==> src/rtl/vga_pkg.sv <==
// Shared VGA definitions: display defaults, RGB565 colours and the screen-state
// encoding decoded by both the sequencer and the game logic.
package vga_pkg;

  localparam int VGA_H_DISPLAY = 640;
  localparam int VGA_V_DISPLAY = 480;

  localparam logic [15:0] BLACK  = 16'h0000;
  localparam logic [15:0] RED    = 16'hF800;
  localparam logic [15:0] YELLOW = 16'hFFE0;
  localparam logic [15:0] GREEN  = 16'h07E0;

  typedef enum logic [2:0] {
    SCR_START   = 3'd0,
    SCR_BLANK_P = 3'd1,
    SCR_PLAY    = 3'd2,
    SCR_BLANK_E = 3'd3,
    SCR_END     = 3'd4
  } scr_state_e;

  function automatic int max_int(input int a, input int b);
    return (a > b) ? a : b;
  endfunction

endpackage

==> src/rtl/screen_sequencer_if.sv <==
// Signal bundle between the VGA controller side (master) and the screen sequencer (slave).
interface screen_sequencer_if;

  // No valid/ready handshake: pix_x/pix_y and the sources are sampled every cycle,
  // start_req/game_over are one-cycle pulses, and all outputs are valid every cycle.
  logic [9:0]  pix_x;
  logic [9:0]  pix_y;
  logic        start_req;
  logic        game_over;
  logic [15:0] start_pix;
  logic [15:0] game_pix;
  logic [15:0] end_pix;
  logic [15:0] pix_data;
  logic [2:0]  scr_state;
  logic        game_en;
  logic        end_active;

  modport master (
    output pix_x, pix_y, start_req, game_over, start_pix, game_pix, end_pix,
    input  pix_data, scr_state, game_en, end_active
  );

  modport slave (
    input  pix_x, pix_y, start_req, game_over, start_pix, game_pix, end_pix,
    output pix_data, scr_state, game_en, end_active
  );

endinterface

==> src/rtl/frame_tick_gen.sv <==
// One-cycle frame strobe on the last active pixel of the frame.
module frame_tick_gen #(
  parameter int H_DISPLAY = 640,
  parameter int V_DISPLAY = 480
) (
  input  logic [9:0] pix_x_i,
  input  logic [9:0] pix_y_i,
  output logic       tick_o
);

  assign tick_o = (pix_x_i == 10'(H_DISPLAY - 1)) && (pix_y_i == 10'(V_DISPLAY - 1));

endmodule

==> src/rtl/screen_sequencer.sv <==
// Frame-synchronous screen scheduler: START -> BLANK_P -> PLAY -> BLANK_E -> END -> START,
// owning the single registered pixel output to the VGA controller.
module screen_sequencer
  import vga_pkg::*;
#(
  parameter int H_DISPLAY      = VGA_H_DISPLAY,
  parameter int V_DISPLAY      = VGA_V_DISPLAY,
  parameter int BLANK_FRAMES   = 2,
  parameter int END_MIN_FRAMES = 120
) (
  input  logic               vga_clk,
  input  logic               sys_rst_n,
  screen_sequencer_if.slave  bus
);

  localparam int CNT_MAX = max_int(BLANK_FRAMES, END_MIN_FRAMES);
  localparam int CNT_W   = $clog2(CNT_MAX + 1);
  localparam logic [CNT_W-1:0] BLANK_LAST = CNT_W'(BLANK_FRAMES - 1);
  localparam logic [CNT_W-1:0] END_LAST   = CNT_W'(END_MIN_FRAMES - 1);
  // Saturate at the larger terminal count so a long blank run still reaches its exit value.
  localparam logic [CNT_W-1:0] CNT_SAT    = CNT_W'(CNT_MAX - 1);

  scr_state_e       state_q, state_d;
  logic [CNT_W-1:0] frame_cnt_q, frame_cnt_d;
  logic             start_pend_q, start_pend_d;
  logic             over_pend_q, over_pend_d;
  logic [15:0]      pix_data_q, pix_data_d;
  logic             game_en_q, game_en_d;
  logic             end_active_q, end_active_d;
  logic             tick;
  logic             active;
  logic             consume_start;
  logic             consume_over;

  frame_tick_gen #(
    .H_DISPLAY (H_DISPLAY),
    .V_DISPLAY (V_DISPLAY)
  ) u_tick (
    .pix_x_i (bus.pix_x),
    .pix_y_i (bus.pix_y),
    .tick_o  (tick)
  );

  assign active = (bus.pix_x < 10'(H_DISPLAY)) && (bus.pix_y < 10'(V_DISPLAY));

  always_ff @(posedge vga_clk) begin
    if (!sys_rst_n) begin
      state_q      <= SCR_START;
      frame_cnt_q  <= '0;
      start_pend_q <= 1'b0;
      over_pend_q  <= 1'b0;
      pix_data_q   <= BLACK;
      game_en_q    <= 1'b0;
      end_active_q <= 1'b0;
    end else begin
      state_q      <= state_d;
      frame_cnt_q  <= frame_cnt_d;
      start_pend_q <= start_pend_d;
      over_pend_q  <= over_pend_d;
      pix_data_q   <= pix_data_d;
      game_en_q    <= game_en_d;
      end_active_q <= end_active_d;
    end
  end

  // Transitions only on the frame tick; only flags pending before this edge are consumed.
  always_comb begin
    state_d       = state_q;
    consume_start = 1'b0;
    consume_over  = 1'b0;
    if (tick) begin
      case (state_q)
        SCR_START: begin
          if (start_pend_q) begin
            state_d       = SCR_BLANK_P;
            consume_start = 1'b1;
          end
        end
        SCR_BLANK_P: begin
          if (frame_cnt_q == BLANK_LAST) state_d = SCR_PLAY;
        end
        SCR_PLAY: begin
          if (over_pend_q) begin
            state_d      = SCR_BLANK_E;
            consume_over = 1'b1;
          end
        end
        SCR_BLANK_E: begin
          if (frame_cnt_q == BLANK_LAST) state_d = SCR_END;
        end
        SCR_END: begin
          if (start_pend_q && (frame_cnt_q >= END_LAST)) begin
            state_d       = SCR_START;
            consume_start = 1'b1;
          end
        end
        default: state_d = SCR_START;
      endcase
    end
  end

  always_comb begin
    start_pend_d = (start_pend_q & ~consume_start)
                 | (bus.start_req & ((state_q == SCR_START) || (state_q == SCR_END)));
    over_pend_d  = (over_pend_q & ~consume_over)
                 | (bus.game_over & (state_q == SCR_PLAY));

    frame_cnt_d = frame_cnt_q;
    if (state_d != state_q) begin
      frame_cnt_d = '0;
    end else if (tick && (state_q inside {SCR_BLANK_P, SCR_BLANK_E, SCR_END})
                 && (frame_cnt_q != CNT_SAT)) begin
      frame_cnt_d = frame_cnt_q + CNT_W'(1);
    end
  end

  // The pixel follows the pre-edge state, so the tick pixel still belongs to the old screen.
  always_comb begin
    game_en_d    = (state_d == SCR_PLAY);
    end_active_d = (state_d == SCR_END);
    pix_data_d   = BLACK;
    if (active) begin
      case (state_q)
        SCR_START: pix_data_d = bus.start_pix;
        SCR_PLAY:  pix_data_d = bus.game_pix;
        SCR_END:   pix_data_d = bus.end_pix;
        default:   pix_data_d = BLACK;
      endcase
    end
  end

  assign bus.pix_data   = pix_data_q;
  assign bus.scr_state  = state_q;
  assign bus.game_en    = game_en_q;
  assign bus.end_active = end_active_q;

endmodule

==> src/flat_wrapper.sv <==
// flat-port wrapper written by rule: the top's interface ports become plain ports
module screen_sequencer_flat import vga_pkg::*;
#(
  parameter int H_DISPLAY      = VGA_H_DISPLAY,
  parameter int V_DISPLAY      = VGA_V_DISPLAY,
  parameter int BLANK_FRAMES   = 2,
  parameter int END_MIN_FRAMES = 120
)
  (vga_clk, sys_rst_n, bus_pix_x, bus_pix_y, bus_start_req, bus_game_over, bus_start_pix, bus_game_pix, bus_end_pix, bus_pix_data, bus_scr_state, bus_game_en, bus_end_active);
  screen_sequencer_if bus_i ();
  input  logic vga_clk;
  input  logic sys_rst_n;
  input wire logic [$bits(bus_i.pix_x)-1:0] bus_pix_x;
  input wire logic [$bits(bus_i.pix_y)-1:0] bus_pix_y;
  input wire logic [$bits(bus_i.start_req)-1:0] bus_start_req;
  input wire logic [$bits(bus_i.game_over)-1:0] bus_game_over;
  input wire logic [$bits(bus_i.start_pix)-1:0] bus_start_pix;
  input wire logic [$bits(bus_i.game_pix)-1:0] bus_game_pix;
  input wire logic [$bits(bus_i.end_pix)-1:0] bus_end_pix;
  output wire logic [$bits(bus_i.pix_data)-1:0] bus_pix_data;
  output wire logic [$bits(bus_i.scr_state)-1:0] bus_scr_state;
  output wire logic [$bits(bus_i.game_en)-1:0] bus_game_en;
  output wire logic [$bits(bus_i.end_active)-1:0] bus_end_active;
  assign bus_i.pix_x = bus_pix_x;
  assign bus_i.pix_y = bus_pix_y;
  assign bus_i.start_req = bus_start_req;
  assign bus_i.game_over = bus_game_over;
  assign bus_i.start_pix = bus_start_pix;
  assign bus_i.game_pix = bus_game_pix;
  assign bus_i.end_pix = bus_end_pix;
  assign bus_pix_data = bus_i.pix_data;
  assign bus_scr_state = bus_i.scr_state;
  assign bus_game_en = bus_i.game_en;
  assign bus_end_active = bus_i.end_active;
  screen_sequencer #(.H_DISPLAY(H_DISPLAY), .V_DISPLAY(V_DISPLAY), .BLANK_FRAMES(BLANK_FRAMES), .END_MIN_FRAMES(END_MIN_FRAMES)) u_core (.vga_clk(vga_clk), .sys_rst_n(sys_rst_n), .bus(bus_i));
endmodule
==> config.mk <==
export PLATFORM = sky130hd
export DESIGN_NAME = screen_sequencer_flat
export DESIGN_NICKNAME = d
export VERILOG_FILES = /design/src/rtl/vga_pkg.sv /design/src/rtl/screen_sequencer_if.sv /design/src/rtl/frame_tick_gen.sv /design/src/rtl/screen_sequencer.sv /design/src/flat_wrapper.sv
export SDC_FILE = /design/constraint.sdc
export NUM_CORES = 1
export LEC_CHECK = 0
export BUFFER_PORTS_ARGS = -buffer_cell sky130_fd_sc_hd__buf_4
export CAP_MARGIN = 5
export CELL_PAD_IN_SITES_DETAIL_PLACEMENT = 1
export CELL_PAD_IN_SITES_GLOBAL_PLACEMENT = 2
export CORE_ASPECT_RATIO = 0.9
export CORE_MARGIN = 2
export CORE_UTILIZATION = 25
export CTS_BUF_LIST = sky130_fd_sc_hd__clkbuf_4 sky130_fd_sc_hd__clkbuf_8
export CTS_CLUSTER_DIAMETER = 200
export DETAILED_ROUTE_END_ITERATION = 8
export HOLD_SLACK_MARGIN = 0.15
export PLACE_DENSITY = 0.95
export SLEW_MARGIN = 20
export SYNTH_ARGS = -nofsm -noshare
export SYNTH_HDL_FRONTEND = slang
export SYNTH_SLANG_ARGS = --single-unit
==> constraint.sdc <==
create_clock -name vga_clk -period 3.7 [get_ports vga_clk]
set_input_delay 0.185 -clock vga_clk [delete_from_list [all_inputs] [get_ports vga_clk]]
set_output_delay 0.185 -clock vga_clk [all_outputs]
set_load 0.01 [all_outputs]
==> results.md <==
* Outcome: complete, no violations
* Multi-input gate area at between 900 and 1000 µm²
* Critical Path AT at ~2.5 ns
* Reg2reg path depth at 5
* Unique masters post-synth at 39
* Crit Path Class: reg2reg
* Post-synth EDFFs at 0
* Clk sinks at 30
* Yosys top cell area share at a little under two fifths
* Reg-to-reg endpoint: u_core.frame_cnt_q[3]
* Worst slew margin at 36.5%
* DR DRC count at 0
* Routed WL at approximately 5.5 mm
* Reg-to-reg startpoint: u_core.bus.scr_state[2]
* Final period util at a little over 60%
* HP Class: in2reg
* Avg Cell Area, Syn at a little over 8 µm²
* Net Count, Synth at about 270
* Rows at 27
* CP peak stage delay at slightly below 0.9 ns
* Clk pin slew, worst setup/hold paths at 0.07 ns
* Post-route cell area at approximately 2600 µm²
* Power Density at between 200 and 300 nW/µm²
* Dominant cell type by area after synthesis: dfxtp_1
* R2R setup slack at 1.42 ns
* Peak supply drop at approximately 0.11 mV
* Max-slew violation count at 0
* Fillers at a little under 800
* Sequential share of the synthesized area at a little under two fifths
* Initial antenna violation count at 0
* Critical Path End Type: flip-flop
* Multiplexer area fraction after synthesis at 11.3%
* Ys Warns at 0
* CTS tree: done
* Antenna Cells at 0
* Die Width at ~90 µm
* Vias in the first global route at between 2000 and 2500
* CP startpoint kind: flip-flop
* DR WL/cell at 14.1 µm
* Grt ovf at 0
* Mapped Cells at 194
* Setup Buffers After CTS at 0
* Area Overhead vs Synth at 62.6%
* Core Util, Final at between 40% and 50%
* Vias/cell at 4.71
* Drt initial violations at 37
* Via count at 1822
* P_leak at 1.10 nW
* CTS buffer count at 5
* Largest family of logic cells by synthesized area: simple AND/OR/NAND/NOR gates
* Unrepaired setup endpoints after global routing: no
* Max_cap viols at 0
* Fin Setup TNS at 0 ns
* GPL Wtd Cong at around 0.77
* Count leader, synth: nor2_1
* Nets at approximately 370
* Worst skew pair latency at 0.28 ns
* Compound-gate portion of the synthesized area at roughly 18%
* Endpoints failing setup at 0
* Reg area at approximately 600 µm²
* Crit-path cells: or3b_4 > a2bb2oi_2 > nand3_1 > or3_1 > a21oi_2
* Post-route insts no fill at between 300 and 400
* CTS root buffer: clkbuf_8
* Chip height at 79.9 µm
* Area after DPL at 2380 µm²
* Initial core utilization at around a quarter
* Synth Register Bits at 30
* Worst Skew at around 0.0022 ns
* Asr flop ratio synth at 0%
* Synth Area in Simple Gates at roughly a quarter
* Measured slew at the worst slew-check pin at 0.952 ns
* Ratio of cells with drive above 1 in the final layout at a little under two fifths
* Die area at ~7100 µm²
* First-pass GRT wire length at a little over 9 mm
* TritonRoute pass-1 iters at 4
* Area share of fa/ha/maj cells after synthesis at about 1.6%
* Pin count of the biggest net entering global routing at 26
* Setup crit end: u_core.frame_cnt_q[3]
* Crit-path max FO at 17
* H-tree Lvls at 2
* DP Wirelength at 4.07 mm
* Crit path time final at between 2 and 2.5 ns
* Most used DFF post-synth: dfxtp_1
* Xor/xnor share of the synthesized area at around 2.2%
* Overall global routing resource usage at 16.4%
* Clock buffer depth at 2
* CP startpoint: u_core.bus.scr_state[2]
* Ports at slightly above 90
* Largest cells by area after synthesis: dfxtp_1, mux2i_1, nor2_1, a21oi_1, nand4_1
* PortBufs at ~90
* Post-Syn Area at 1600 µm²
* WP data required at approximately 3.9 ns
* Core ar. at roughly 6000 µm²
* Critical-path top delay cell: dfxtp_1
* Top cells by count, synth: nor2_1, dfxtp_1, a21oi_1, mux2i_1
* Final hold violations at 0
* Placed cell count at about 370
* Fmax at approximately 440 MHz
* DRT antenna net count at 0
## cells in the final DEF (no fill, tap or decap), types with 2 or more instances in the layout
cell type | Yosys | layout
a21oi_1 | 23 | 23
nand3_1 | 6 | 6
nand4b_1 | 2 | 2
o21ai_0 | 7 | 7
clkbuf_8 | 0 | 6
dfxtp_1 | 30 | 30
or3_1 | 2 | 2
nand4_1 | 7 | 7
nor2_1 | 44 | 44
buf_4 | 0 | 94
a211oi_1 | 3 | 3
nand2_1 | 5 | 5
nor3_2 | 2 | 2
a21o_1 | 2 | 2
a21oi_2 | 2 | 2
dlygate4sd3_1 | 0 | 12
and3_1 | 2 | 2
ha_1 | 2 | 2
nor3_1 | 3 | 3
mux2i_1 | 17 | 17
inv_1 | 4 | 4
and2_1 | 3 | 3
xor2_1 | 4 | 4
## final cells by class
class / instances / area share, %
inverters: 4 / 0.577
clock buffers: 6 / 3.18
clock inverters: 2 / 0.481
repair buffers: 106 / 31.8
flip-flops and latches: 30 / 23.1
well taps: 87 / 4.19
multi-input cells: 152 / 36.7
## report_power, final
part	switching, mW	internal (mW)	leakage (nW)
clock	0.131	0.149	0.0472
combinational	0.0387	0.0739	0.811
sequential	0.00245	0.330	0.243
## routing by layer
layer / routed length [µm] / global-route usage (%) / vias to the layer above
met5: 0 / 0 / -
met3: 293 / 3.52 / 5
met1: 2120 / 17.4 / 865
li1: - / - / 901
met2: 2970 / 32.1 / 51
met4: 64 / 4.55 / 0
## through the flow
stage / power (mW) / worst slack [ns] / hold WS, ns
after floorplan: 0.367 / 2.04 / 0.307
after global routing: 0.760 / 1.25 / 0.154
final: 0.725 / 1.42 / 0.151
after CTS: 0.734 / 1.40 / 0.151
after detailed placement: 0.442 / 1.40 / 0.424
after global placement: 0.439 / 1.49 / 0.410
## worst max-delay path: cells and delay by family (launching register included)
kind             cells  cell delay (ns)
flip-flops           1             0.89
AO/OA/AOI/OAI        2             0.28
AND/OR/NAND/NOR      3             1.04
## registers in the layout, indices dropped and copies added (netlist names)
name / flops
u_core.bus.pix_data: 16
u_core.bus.game_en: 1
u_core.bus.end_active: 1
u_core.start_pend_q: 1
u_core.frame_cnt_q: 7
u_core.over_pend_q: 1
u_core.bus.scr_state: 3
## how the worst min path moves through the flow
| stage | slack [ns] | endpoint | cells after the start | start |
|---|---|---|---|---|
| final | 0.15 | u_core.bus.pix_data[13] | 3 | bus_game_pix[13] |
| after global routing | 0.15 | u_core.bus.pix_data[13] | 3 | bus_game_pix[13] |
| after CTS | 0.15 | u_core.bus.pix_data[5] | 3 | bus_game_pix[5] |
| after detailed placement | 0.42 | u_core.bus.pix_data[4] | 3 | bus_game_pix[4] |
| after global placement | 0.41 | u_core.bus.pix_data[13] | 3 | bus_game_pix[13] |
| after floorplan | 0.31 | u_core.bus.scr_state[0] | 1 | sys_rst_n |
## cell families (layout without fill, tap and decap cells)
kind of cell               after synthesis  count (layout)
AOI/OAI and AO/OA                       45              45
adders and majority gates                2               2
DFF                                     30              30
xor gates and xnor gates                 4               4
and+or+nand+nor                         83              83
buffers and inverters                   12             118
muxes                                   18              18
## timing repair
action,CTS,global route
resized for setup,0,0
hold endpoints to repair,12,0
hold buffers,12,0
(Power assumes the default switching activity.)
